<file path="config.mk">
export PLATFORM = sky130hd
export DESIGN_NAME = oci_dct_packer_flat
export DESIGN_NICKNAME = d
export VERILOG_FILES = /design/src/rtl/oci_dct_packer_if.sv /design/src/rtl/oci_dct_packer.sv /design/src/flat_wrapper.sv
export SDC_FILE = /design/constraint.sdc
export NUM_CORES = 1
export LEC_CHECK = 0
export CELL_PAD_IN_SITES_DETAIL_PLACEMENT = 0
export CELL_PAD_IN_SITES_GLOBAL_PLACEMENT = 1
export CORE_MARGIN = 5
export CORE_UTILIZATION = 38
export CTS_BUF_LIST = sky130_fd_sc_hd__clkbuf_16
export CTS_CLUSTER_SIZE = 28
export DETAILED_ROUTE_END_ITERATION = 8
export GPL_TIMING_DRIVEN = 1
export PLACE_DENSITY_LB_ADDON = 0.1
export RECOVER_POWER = 50
export SLEW_MARGIN = 20
export SYNTH_ARGS = -nofsm -noshare
export SYNTH_HDL_FRONTEND = slang
export SYNTH_SLANG_ARGS = --single-unit
</file>
<file path="constraint.sdc">
create_clock -name clk -period 3.6 [get_ports clk]
set_clock_uncertainty 0.1 [all_clocks]
set_input_delay 0.9 -clock clk [delete_from_list [all_inputs] [get_ports clk]]
set_output_delay 0.9 -clock clk [all_outputs]
set_load 0.01 [all_outputs]
</file>
<file path="src/rtl/oci_dct_packer_if.sv">
// Handshake bundle between the trace encoder, the DCT packer and the trace FIFO.
// The code stream comes in on dct_in_*; closed packets go out on pkt_*.
interface oci_dct_packer_if;
  logic        dct_in_valid;
  logic [1:0]  dct_in_code;
  logic        dct_in_ready;
  logic        pkt_valid;
  logic        pkt_ready;
  logic [29:0] pkt_data;
  logic [3:0]  pkt_count;

  modport master (
    output dct_in_valid,
    output dct_in_code,
    input  dct_in_ready,
    input  pkt_valid,
    output pkt_ready,
    input  pkt_data,
    input  pkt_count
  );

  modport slave (
    input  dct_in_valid,
    input  dct_in_code,
    output dct_in_ready,
    output pkt_valid,
    input  pkt_ready,
    output pkt_data,
    output pkt_count
  );
endinterface

</file>
<file path="src/rtl/oci_dct_packer.sv">
// Packs 2-bit direct-branch trace codes into 30-bit packets for the OCI trace FIFO.
// A packet closes when full, on flush, or when trace capture is switched off.
module oci_dct_packer #(
  parameter int MAX_CODES = 15
) (
  input  logic                    clk,
  input  logic                    reset,
  input  logic                    trace_enable,
  input  logic                    flush,
  oci_dct_packer_if.slave         dct,
  output logic [29:0]             dct_buffer,
  output logic [3:0]              dct_count,
  output logic [7:0]              drop_count
);

  typedef enum logic [1:0] {
    IDLE,
    FILL,
    EMIT
  } state_t;

  localparam logic [3:0] MAX = 4'(MAX_CODES);

  state_t      state;
  logic        accept;
  logic        close;
  logic        refuse;
  logic [29:0] buf_nxt;
  logic [3:0]  cnt_nxt;

  assign dct.dct_in_ready = trace_enable && (state != EMIT);
  assign accept = dct.dct_in_valid && dct.dct_in_ready;
  assign refuse = dct.dct_in_valid && trace_enable
                  && !dct.dct_in_ready;

  always_comb begin
    buf_nxt = dct_buffer;
    cnt_nxt = dct_count;
    if (accept) begin
      buf_nxt = dct_buffer
              | (30'(dct.dct_in_code) << {dct_count, 1'b0});
      cnt_nxt = dct_count + 4'd1;
    end
  end

  // A same-cycle code is folded in before the packet closes.
  assign close = (accept && cnt_nxt == MAX)
              || (state == FILL && (flush || !trace_enable));

  always_ff @(posedge clk) begin
    if (reset) begin
      state         <= IDLE;
      dct_buffer    <= '0;
      dct_count     <= '0;
      dct.pkt_valid <= 1'b0;
      dct.pkt_data  <= '0;
      dct.pkt_count <= '0;
    end else begin
      case (state)
        IDLE, FILL: begin
          dct_buffer <= buf_nxt;
          dct_count  <= cnt_nxt;
          if (close) begin
            state         <= EMIT;
            dct.pkt_valid <= 1'b1;
            dct.pkt_data  <= buf_nxt;
            dct.pkt_count <= cnt_nxt;
          end else if (cnt_nxt != 4'd0) begin
            state <= FILL;
          end
        end
        EMIT: begin
          if (dct.pkt_ready) begin
            state         <= IDLE;
            dct_buffer    <= '0;
            dct_count     <= '0;
            dct.pkt_valid <= 1'b0;
            dct.pkt_data  <= '0;
            dct.pkt_count <= '0;
          end
        end
        default: state <= IDLE;
      endcase
    end
  end

  always_ff @(posedge clk) begin
    if (reset) begin
      drop_count <= '0;
    end else if (refuse && drop_count != 8'hff) begin
      drop_count <= drop_count + 8'd1;
    end
  end

endmodule

</file>
<file path="src/flat_wrapper.sv">
// flat-port wrapper written by rule: the top's interface ports become plain ports
module oci_dct_packer_flat 
#(
  parameter int MAX_CODES = 15
)
  (clk, reset, trace_enable, flush, dct_buffer, dct_count, drop_count, dct_dct_in_valid, dct_dct_in_code, dct_dct_in_ready, dct_pkt_valid, dct_pkt_ready, dct_pkt_data, dct_pkt_count);
  oci_dct_packer_if dct_i ();
  input  logic clk;
  input  logic reset;
  input  logic trace_enable;
  input  logic flush;
  output logic [29:0] dct_buffer;
  output logic [3:0] dct_count;
  output logic [7:0] drop_count;
  input wire logic [$bits(dct_i.dct_in_valid)-1:0] dct_dct_in_valid;
  input wire logic [$bits(dct_i.dct_in_code)-1:0] dct_dct_in_code;
  output wire logic [$bits(dct_i.dct_in_ready)-1:0] dct_dct_in_ready;
  output wire logic [$bits(dct_i.pkt_valid)-1:0] dct_pkt_valid;
  input wire logic [$bits(dct_i.pkt_ready)-1:0] dct_pkt_ready;
  output wire logic [$bits(dct_i.pkt_data)-1:0] dct_pkt_data;
  output wire logic [$bits(dct_i.pkt_count)-1:0] dct_pkt_count;
  assign dct_i.dct_in_valid = dct_dct_in_valid;
  assign dct_i.dct_in_code = dct_dct_in_code;
  assign dct_dct_in_ready = dct_i.dct_in_ready;
  assign dct_pkt_valid = dct_i.pkt_valid;
  assign dct_i.pkt_ready = dct_pkt_ready;
  assign dct_pkt_data = dct_i.pkt_data;
  assign dct_pkt_count = dct_i.pkt_count;
  oci_dct_packer #(.MAX_CODES(MAX_CODES)) u_core (.clk(clk), .reset(reset), .trace_enable(trace_enable), .flush(flush), .dct(dct_i), .dct_buffer(dct_buffer), .dct_count(dct_count), .drop_count(drop_count));
endmodule
</file>
After elaboration in Yosys (flattened, before gate mapping):

Cells that the tools add are included.

* $add $sub $neg: 2
* eq/ne operators: 8
* shift-type cells: 1
* muxes and demuxes: 17
* bitwise gates (word level): 1
* reduce and logical (&&, ||, !) cells: 18

Operators with widths (count)
* one-hot mux 30 bit (2 select lines): 2
* two-way mux 30 bit: 3
* bitwise OR 30 bit: 1
* left shift 2 x 5 -> 30 bit: 1
* one-hot mux 4 bit (2 select lines): 2
* two-way mux 4 bit: 3
* adder 8 x 1 -> 8 bit (second input constant): 1
* != test 8 bit (second input constant): 1
* logical AND 1 bit: 7
* two-way mux 2 bit: 3
* adder 4 x 1 -> 4 bit (second input constant): 1
* == test 4 bit (second input constant): 1
* != test 2 bit (second input constant): 2
* one-hot mux 2 bit (2 select lines): 1
* AND reduction 2 bit: 2
* nonzero test 4 bit: 1
* != test 3 x 1 -> 1 bit (second input constant): 1
* AND reduction 3 bit: 1
* == test 2 x 1 -> 1 bit (second input constant): 1
* == test 2 bit (second input constant): 1
* logical NOT 1 bit: 2
* logical NOT 2 bit: 1
* logical OR 1 bit: 2
* two-way mux 1 bit: 2
* 4 further kinds: 4

* register bits after elaboration: 79
* bits of input ports: 8

Logic depth before layout (Yosys ltp):

* word-level depth: 9
* depth in mapped cells: 8

Worst setup path before layout:

Ideal clock, no wire load.

* path type: in2reg
* start: input port dct_dct_in_valid
* end: register u_core.dct.pkt_data[11]
* setup time: 117 ps
* arrival: 2145 ps
* required time: 3383 ps
* setup slack: 1238 ps
* stages on the path: 7
* buffers on the path: 2
* cells stage by stage: nand2_2 -> nor4b_4 -> a41oi_2 -> and2_1 -> buf_6 -> buf_6 -> a22o_1

* longest elaborated chain between the ends: 7

Ends and longest elaborated chain
* from (decl): RTL line flat_wrapper.sv:15 `input wire logic [$bits(dct_i.dct_in_valid)-1:0] dct_dct_in_valid;`
* logical AND 1 bit *: RTL line oci_dct_packer.sv:32 `assign accept = dct.dct_in_valid && dct.dct_in_ready;`
* two-way mux 4 bit: RTL line oci_dct_packer.sv:39 `if (accept) begin`
* == test 4 bit: RTL line oci_dct_packer.sv:47 `assign close = (accept && cnt_nxt == MAX)`
* logical AND 1 bit: RTL line oci_dct_packer.sv:47
* logical OR 1 bit: RTL line oci_dct_packer.sv:48 `|| (state == FILL && (flush || !trace_enable));`
* != test 2 x 1 -> 1 bit (no line)
* AND reduction 3 bit (no line)
* to (signal assigned): RTL line oci_dct_packer.sv:66 `dct.pkt_data <= buf_nxt;`
* to (decl): RTL line oci_dct_packer_if.sv:28 `output pkt_data,`

Every way passes the cells marked *; elsewhere a longest branch is shown, timed or not. The select of a mux whose other input is x is not followed.
A chain may end at the register's enable or synchronous reset.

Final worst setup path:

* start: input port trace_enable
* end: output port dct_dct_in_ready

* longest elaborated chain between the ends: 1

Ends and longest elaborated chain
* from (decl): RTL line flat_wrapper.sv:10 `input logic trace_enable;`
* logical AND 1 bit: RTL line oci_dct_packer.sv:31 `assign dct.dct_in_ready = trace_enable && (state != EMIT);`
* to (decl): RTL line flat_wrapper.sv:17 `output wire logic [$bits(dct_i.dct_in_ready)-1:0] dct_dct_in_ready;`

No other way between the ends.

==> results.toml <==
[global_route]
grt.met3_usage = 0.0296
grt_pass1_wl_mm = 15.1
grt_max_degree = 28
antenna_found_initial = 0
use_met2 = 0.313
grt_usage = 0.186
grt_pass1_vias = 2911
overflow = 0
grtUsageMet1 = 0.245
grt.busiest_layer = "met2"

[die]
start_util = 0.390
ios = 86
fp.dieW_um = 102
fp.dieH_um = 102
fp.coreArea_um2 = 8180
num_rows = 33
dieArea_um2 = 10300

[timing]
fin_ws_ns = 0.451
fin_setup_tns_ns = 0
final.min_clock_period_ns = 3.15
grt_setup_unrepaired = "false"
fmax_mhz = 318
maxSlewViolCount = 0
slew_headroom = 0.275
hold_viol = 0
fin_crit_sh = 0.875
setup_viol = 0
tightest_slew_ns = 1.09

[clock_network]
path_clk_slew_ns = 0.06
cts_sinks = 79
clkLatencyLatePin_ns = 0.33
tritoncts = "built"
cts_buffers = 9
clk_path_buf_depth = 2
postCtsSetupRepairBufs = 0
ctsHoldBuffers = 0
ctsResizeCount = 0
htree_levels = 3
root_buffer = "clkbuf_16"

[finish]
area_growth_pct = 39.3
multi_input_area_um2 = 1490
drive_gt1_frac = 0.0696
fillers = 762
ff_latch_area_um2 = 1580
final_nets = 436
fin_area_um2 = 4440
antennaDiodeCount = 0

[logic_synthesis]
avgSynthCellArea_um2 = 9.28
synth.area.top_cells = "dfxtp_1 50%, nor2_1 5.3%, a22o_1 4.1%, a21oi_1 3.9%, nand2_1 3.4%"
ys_async_sr_fraction = 0
synthCells = 343
synth_compound_area_frac = 0.227
synth-main-ff-cell = "dfxtp_1"
yosysTopAreaCell = "dfxtp_1"
synthAdderAreaFrac = 0.00786
syn-num-nets = 353
yosysUniqueCellTypes = 47
synthesis.area_um2 = 3180
synth_top_area_share = 0.497
synth_seq_cells = 79
yosysWarnings = 0
synth.mux.area_fraction = 0.00629
synth_xor_area_frac = 0.0303
synth_top_family_by_area = "compound AO/OA/AOI/OAI gates"
synthSimpleGateAreaFrac = 0.199
synth_edf_count = 0
ys_seq_area_frac = 0.497

[critical_path]
worst-path-max-fanout = 4
crit_path_end_kind = "output port"
crit_type = "primary input to output port"
reg2reg_from = "u_core.dct_count[1]"
start_kind = "primary input"
crit_required_ns = 2.60
cp.arrival_ns = 2.15
critPathLaunch = "trace_enable"

[place]
io_buffer_count = 85
placed_area_um2 = 4130
dp_hpwl_mm = 6.29
place_ws_ns = 0.349
place.gp.congestion = 0.849

[routing]
drtIter0Drc = 82
totalWireLength_mm = 9.19
wl_per_cell_um = 17.1
via_per_inst = 5.29
num_vias = 2837
drc_errors = 0
drt_first_pass_iters = 4
ant_nets = 0

[power]
power_uw = 2310
p_leak_uw = 0.00196
p_per_area_nw_per_um2 = 521
vdd_drop_max_mv = 0.304

[min_path]
hold_start = "u_core.dct.pkt_valid"
hp-class = "register to register"

[job]
maxCapViolCount = 0

[run_status]
status = "completed"
## power by group
group	internal [uW]	leakage [uW]	switching [uW]
combinational	142	0.00116	222
clock	610	0.000158	371
sequential	920	0.000638	45.4
total	1670	0.00196	638
## area by class of cell
class | count | area share
Sequential cell | 79 | 0.356
Clock inverter | 7 | 0.0214
Tap cell | 105 | 0.0296
Multi-Input combinational cell | 241 | 0.336
Inverter | 2 | 0.00169
Timing Repair Buffer | 93 | 0.204
Clock buffer | 9 | 0.0508
## worst paths after layout
check / to / slack [ns] / depth (start not counted)
worst max-delay path: dct_dct_in_ready / 0.45 / 3
worst max register to register: u_core.dct.pkt_data[11] / 0.97 / 5
worst min register to register: u_core.dct.pkt_valid / 0.36 / 2
worst min-delay path: u_core.dct.pkt_valid / 0.36 / 2
## cells in the final DEF (no fill, tap or decap), types with 2 or more instances in the layout
cell and n:
nor2_1 45, or2_1 4, and2_1 4, dfxtp_1 79
clkdlybuf4s50_1 14, nor4_1 3, buf_4 7, and3_1 2
a21oi_1 25, a311oi_1 2, a22o_1 15, nand2b_1 7
nor3_1 4, clkbuf_16 9, a2bb2oi_1 2, mux2i_1 2
o21bai_1 2, inv_6 2, a211oi_1 3, xor2_1 5
o21a_1 5, nand2_1 30, o21ai_1 2, nor2b_1 3
a32oi_1 3, dlygate4sd3_1 71, xnor2_1 6, a21o_1 13
or3_1 3, a22oi_1 5, nand3_1 14, ha_1 2
o2bb2ai_1 12, a31oi_1 6, bufinv_16 2
## per-layer routing
layer	part of all wire	vias to the layer above
met4	0.013	0
met5	0	-
li1	-	1393
met3	0.040	11
met2	0.48	69
met1	0.47	1364
## synth_stat cells, drive strengths merged, types with 6 or more instances
cell / instances
clkbuf: 14
a31oi: 6
xnor2: 6
nand2: 30
a22o: 15
nor2: 45
nand3: 14
nand2b: 7
a21oi: 25
buf: 7
a21o: 13
dfxtp: 79
o2bb2ai: 12
## worst max-delay path, stage by stage
cell and delay, ns:
dlygate4sd3_1 0.58, and2_1 0.14, clkdlybuf4s50_1 0.53
## kinds of logic (layout without fill, tap and decap cells)
logic type      Yosys count  count (layout)
compound gates           99              99
xor+xnor                 11              11
fa+ha+maj                 2               2
buf+inv                  23             111
flops                    79              79
mux                       2               2
simple gates            127             127
## metrics by stage
| step | utilization | hold slack, ns | cells |
|---|---|---|---|
| finish | 0.543 | 0.356 | 536 |
| CTS | 0.544 | 0.364 | 536 |
| global placement | 0.505 | 0.346 | 520 |
| floorplan | - | 0.367 | 343 |
| detailed placement | 0.505 | 0.351 | 520 |
| global route | 0.543 | 0.378 | 536 |
## sequential cells by signal, indices dropped and copies added, names as in the netlist
register              flops
u_core.dct_buffer        30
u_core.dct.pkt_data      30
u_core.dct_count          4
u_core.state              2
u_core.drop_count         8
u_core.dct.pkt_count      4
u_core.dct.pkt_valid      1
Note: power is estimated with default switching activity, not from simulation.
